`src/rtl/gate_test_sequencer_pkg.sv`:
```
// rtl/gate_test_sequencer_pkg.sv - shared state encoding, expected vectors and gate_in bit indices
package gate_test_sequencer_pkg;

  // Sequencer states; encodings are fixed so lab captures decode consistently.
  typedef enum logic [1:0] {
    ST_IDLE   = 2'd0,
    ST_SETTLE = 2'd1,
    ST_CHECK  = 2'd2,
    ST_DONE   = 2'd3
  } state_t;

  // Expected gate_in for each {a,b}: {and, or, not a, xor, nand, nor}.
  localparam logic [5:0] EXP_00 = 6'h0B;
  localparam logic [5:0] EXP_01 = 6'h1E;
  localparam logic [5:0] EXP_10 = 6'h16;
  localparam logic [5:0] EXP_11 = 6'h30;

  // Bit positions of each gate output inside gate_in.
  localparam int BIT_C = 5;  // and
  localparam int BIT_D = 4;  // or
  localparam int BIT_E = 3;  // not a
  localparam int BIT_F = 2;  // xor
  localparam int BIT_G = 1;  // nand
  localparam int BIT_H = 0;  // nor

endpackage

```
`src/rtl/gate_test_sequencer_ref_model.sv`:
```
// rtl/gate_test_sequencer_ref_model.sv - combinational expected-vector lookup for one {a,b} pair
module gate_ref_model
  import gate_test_sequencer_pkg::*;
(
  input  logic       i_a,
  input  logic       i_b,
  output logic [5:0] o_exp
);

  // Table lookup of the golden gate outputs for the applied stimulus.
  always_comb begin
    o_exp = EXP_00;
    case ({i_a, i_b})
      2'b00:   o_exp = EXP_00;
      2'b01:   o_exp = EXP_01;
      2'b10:   o_exp = EXP_10;
      default: o_exp = EXP_11;
    endcase
  end

endmodule

```
`src/rtl/gate_test_sequencer.sv`:
```
// rtl/gate_test_sequencer.sv - sweeps a/b over all combinations and checks the six gate outputs
module gate_test_sequencer
  import gate_test_sequencer_pkg::*;
#(
  parameter int SETTLE_CYCLES = 2,
  parameter int NUM_PASSES    = 1,
  parameter int ERR_W         = 4
) (
  input  logic             clk,
  input  logic             rst,
  input  logic             start,
  input  logic [5:0]       gate_in,
  output logic             a_out,
  output logic             b_out,
  output logic             busy,
  output logic             done,
  output logic             ok,
  output logic [3:0]       fail_mask,
  output logic [ERR_W-1:0] err_count
);

  localparam logic [3:0]       SETTLE_LAST = 4'(SETTLE_CYCLES - 1);
  localparam logic [3:0]       PASS_LAST   = 4'(NUM_PASSES - 1);
  localparam logic [ERR_W-1:0] ERR_MAX     = '1;

  state_t           r_state;
  state_t           w_state_nxt;
  logic [1:0]       r_combo;
  logic [3:0]       r_pass_cnt;
  logic [3:0]       r_settle_cnt;
  logic             r_a;
  logic             r_b;
  logic             r_busy;
  logic             r_ok;
  logic [3:0]       r_fail_mask;
  logic [ERR_W-1:0] r_err_count;

  logic [5:0]       w_exp;
  logic             w_mismatch;
  logic             w_settle_last;
  logic             w_last_check;

  // Expected vector follows the registered stimulus, so it is stable through SETTLE and CHECK.
  gate_ref_model u_ref (
    .i_a   (r_a),
    .i_b   (r_b),
    .o_exp (w_exp)
  );

  assign w_mismatch    = (gate_in != w_exp);
  assign w_settle_last = (r_settle_cnt == SETTLE_LAST);
  assign w_last_check  = (r_combo == 2'd3) && (r_pass_cnt == PASS_LAST);

  // State register; reset aborts any run without producing a done pulse.
  always_ff @(posedge clk) begin
    if (rst) r_state <= ST_IDLE;
    else     r_state <= w_state_nxt;
  end

  // Next-state decode; start only matters while idle.
  always_comb begin
    w_state_nxt = r_state;
    case (r_state)
      ST_IDLE:   if (start) w_state_nxt = ST_SETTLE;
      ST_SETTLE: if (w_settle_last) w_state_nxt = ST_CHECK;
      ST_CHECK:  w_state_nxt = w_last_check ? ST_DONE : ST_SETTLE;
      default:   w_state_nxt = ST_IDLE;
    endcase
  end

  // Stimulus, counters and result registers.
  always_ff @(posedge clk) begin
    if (rst) begin
      r_combo      <= 2'd0;
      r_pass_cnt   <= 4'd0;
      r_settle_cnt <= 4'd0;
      r_a          <= 1'b0;
      r_b          <= 1'b0;
      r_busy       <= 1'b0;
      r_ok         <= 1'b0;
      r_fail_mask  <= 4'd0;
      r_err_count  <= '0;
    end else begin
      case (r_state)
        ST_IDLE: begin
          if (start) begin
            r_combo      <= 2'd0;
            r_pass_cnt   <= 4'd0;
            r_settle_cnt <= 4'd0;
            r_a          <= 1'b0;
            r_b          <= 1'b0;
            r_busy       <= 1'b1;
            r_ok         <= 1'b0;
            r_fail_mask  <= 4'd0;
            r_err_count  <= '0;
          end
        end
        ST_SETTLE: begin
          r_settle_cnt <= r_settle_cnt + 4'd1;
        end
        ST_CHECK: begin
          if (w_mismatch) begin
            r_fail_mask[r_combo] <= 1'b1;
            if (r_err_count != ERR_MAX) r_err_count <= r_err_count + 1'b1;
          end
          if (!w_last_check) begin
            // Stimulus only moves here, on the edge that re-enters SETTLE.
            r_combo      <= r_combo + 2'd1;
            {r_a, r_b}   <= r_combo + 2'd1;
            r_settle_cnt <= 4'd0;
            if (r_combo == 2'd3) r_pass_cnt <= r_pass_cnt + 4'd1;
          end
        end
        default: begin
          r_ok   <= (r_fail_mask == 4'd0);
          r_busy <= 1'b0;
        end
      endcase
    end
  end

  assign a_out     = r_a;
  assign b_out     = r_b;
  assign busy      = r_busy;
  assign done      = (r_state == ST_DONE);
  assign ok        = r_ok;
  assign fail_mask = r_fail_mask;
  assign err_count = r_err_count;

endmodule

```
`config.mk`:
```
export PLATFORM = sky130hd
export DESIGN_NAME = gate_test_sequencer
export DESIGN_NICKNAME = d
export VERILOG_FILES = /design/src/rtl/gate_test_sequencer_pkg.sv /design/src/rtl/gate_test_sequencer_ref_model.sv /design/src/rtl/gate_test_sequencer.sv
export SDC_FILE = /design/constraint.sdc
export NUM_CORES = 1
export LEC_CHECK = 0
export ABC_AREA = 1
export BUFFER_PORTS_ARGS = -buffer_cell sky130_fd_sc_hd__buf_2
export CORE_ASPECT_RATIO = 1.75
export CORE_MARGIN = 8
export CORE_UTILIZATION = 56
export CTS_CLUSTER_SIZE = 20
export DETAILED_ROUTE_END_ITERATION = 10
export HOLD_SLACK_MARGIN = 0.06
export PLACE_DENSITY = 0.87
export SLEW_MARGIN = 20
export SYNTH_ARGS = -nofsm -noshare
export SYNTH_HDL_FRONTEND = slang
export SYNTH_SLANG_ARGS = --single-unit
export TNS_END_PERCENT = 10
```
`constraint.sdc`:
```
create_clock -name clk -period 2 [get_ports clk]
set_input_delay 0.1 -clock clk [delete_from_list [all_inputs] [get_ports clk]]
set_output_delay 0.1 -clock clk [all_outputs]
set_load 0.02 [all_outputs]
```
==> reports/metrics.cfg <==
[worst_setup_path]
crit_top_cell = inv_1
arrival_ns = 1.93
cp-start-kind = flop
worstRegToRegCells = 8
timing.rr.end = fail_mask[1]
critical_path_class = flop to flop
slowest_delay_ns = 0.41
path_cells = inv_1, ha_1, inv_1, nor2_4, a21oi_4, nand2_1, o21ai_2, a21oi_1
reg2reg_from = r_state[0]
cp.depth = 8
crit_fanout = 6
end_kind = flop
reg2reg_slack_ns = 0.21
critical-path-top-delay-family = compound AO/OA/AOI/OAI gates
slowest_stage = dfxtp_1
cp.buffers_inverters = 2
cp.required_ns = 2.14

[global_routing]
gr-total-overflow = 0
grt_pass1_wl_um = 5650
grt_antenna_before_repair = 0
grt_pass1_vias = 1344
grt_max_degree = 13
grt_usage_pct = 15.2

[finish]
fillers = 231
final_area_um2 = 1670
mostFrequentLayoutCell = nand2_1
area_growth_pct = 13.0
num-nets-final = 266
fin_cells = 268
final_layout_size_suffix_gt1_share_pct = 18.6
final_cell_mix = nand2_1, inv_1, nor2_1, dfxtp_1, buf_2
antenna_cells = 0

[worst_hold_path]
whs_endpoint = r_settle_cnt[3]
whs_path_depth = 2
hold_class = input pin to flop
min_from = rst

[synth]
syn_area_um2 = 1470
ys_warn_count = 0
ys_seq_area_share_pct = 29.9
ys_types = 26
syn-num-nets = 240
synth-seq-cells = 22
synth_cells = 217
avgSynthCellArea_um2 = 6.79

[detailed_routing]
vias = 1376
drtAntennaViolNets = 0
viasPerCell = 5.13
firstDrtPassIters = 4
wirelength_um = 3090
drc = 0
wl_per_cell_um = 11.5
drt-initial-drc-count = 17

[place]
port_buffers = 21
place_congestion = 0.841
placed_area_um2 = 1610
preCtsSetupSlack_ns = 0.240
hpwl_um = 2460
placed_cells = 264

[timing]
final-setup-viol-count = 0
slew_headroom_pct = 76.0
finalSetupTns_ns = 0
drv_slew = 0
setup_slack_ns = 0.213
fin_skew_ns = 0.00517
fin_crit_ns = 1.79
whs_ns = 0.137
timing.fmax_mhz = 560
hold_viol = 0
finalCritPeriodShare_pct = 89.3
worst_pin_slew_ns = 0.357
rsz0062_at_grt = no

[cts]
clock_latency_ns = 0.26
cts_buffers = 3
cts_tree = yes
cts_root_buffer = clkbuf_8
cts-htree-levels = 1
clk_pin_slew_worst_paths_ns = 0.08
cts.sinks = 22
clockBufferDepth = 2
post-cts-setup-buffers = 0

[power_and_ir_drop]
vdd_ir_drop_max_mv = 0.707
power.density_nw_per_um2 = 1200
p_leak_uw = 0.000837

[die]
start_util_pct = 59.1
coreArea_um2 = 2490
pin_count = 22
fp-row-count = 24
fp.dieH_um = 83.9
dieWidth_um = 54.8
dieArea_um2 = 4590

[status]
run_status = finished clean

[flow_run]
maxCapViolCount = 0

registers in the layout, indices dropped and copies added, names as in the netlist:
register	count
r_settle_cnt	4
err_count	4
r_combo	2
ok	1
fail_mask	4
r_pass_cnt	4
busy	1
r_state	2
logic make-up (layout without fill, tap and decap cells):
group           after synthesis  count (layout)  synth area share [%]
compound gates               32              32                  12.1
xor+xnor                      4               4                  2.38
fa+ha+maj                    14              14                  11.9
buf+inv                      42              67                  11.9
flops                        22              22                  29.9
simple gates                103             103                  31.8
layout make-up:
| type | instances | area [um2] | share of cell area, % |
|---|---|---|---|
| Multi-Input combinational cell | 153 | 861 | 51.7 |
| Sequential cell | 22 | 440 | 26.4 |
| Inverter | 39 | 149 | 8.94 |
| Timing Repair Buffer | 24 | 128 | 7.66 |
| Clock buffer | 4 | 55.1 | 3.31 |
| Tap cell | 26 | 32.5 | 1.95 |
how the worst max path moves through the flow:
| stage | start | end | slack, ns |
|---|---|---|---|
| finish | r_state[0] | fail_mask[1] | 0.21 |
| global route | r_combo[1] | r_pass_cnt[0] | 0.01 |
| CTS | r_state[0] | r_pass_cnt[0] | 0.18 |
| detailed placement | r_state[0] | r_settle_cnt[1] | 0.24 |
| global placement | r_state[0] | r_settle_cnt[1] | 0.27 |
| floorplan | r_combo[1] | err_count[1] | 0.26 |
metal layers:
layer / routed length, um / track usage [%]
met3: 119 / 1.61
met5: 0 / 0
met2: 1740 / 27.3
met1: 1200 / 16.9
met4: 25 / 5.18
worst reg2reg max path: cells and delay by family, from the launching register on:
| family | cells | cell delay, ns |
|---|---|---|
| AOI/OAI and AO/OA | 3 | 0.50 |
| DFF | 1 | 0.41 |
| buffers and inverters | 2 | 0.28 |
| and+or+nand+nor | 2 | 0.26 |
| adders and majority gates | 1 | 0.22 |
stage by stage:
stage	util, %	total power, uW
floorplan	-	1460
global placement	64.5	1670
detailed placement	64.5	1690
CTS	66.7	2010
global route	66.8	2200
finish	66.8	2000
power by group:
| group | internal, uW | total [uW] | switching [uW] |
|---|---|---|---|
| Clock | 175 | 317 | 141 |
| Combinational | 374 | 1050 | 674 |
| Sequential | 536 | 639 | 103 |
| Total | 1090 | 2000 | 919 |
cells in the mapped netlist, drive strengths merged:
master  instances  area (um2)
a21oi          21         120
buf             2        22.5
clkbuf          1        3.75
dfxtp          22         440
ha             14         175
inv            39         149
nand2          48         183
nand3          16        90.1
nand4           6        37.5
nor2           29         126
nor3            2        20.0
nor4            1        6.26
o21ai          11        58.8
or2             1        6.26
xnor2           1        8.76
xor2            3        26.3
what timing repair did:
action / in CTS / in global routing
hold buffers: 0 / 0
resized for setup: 0 / 1
setup endpoints to repair: 0 / 1
(Power assumes the default switching activity.)
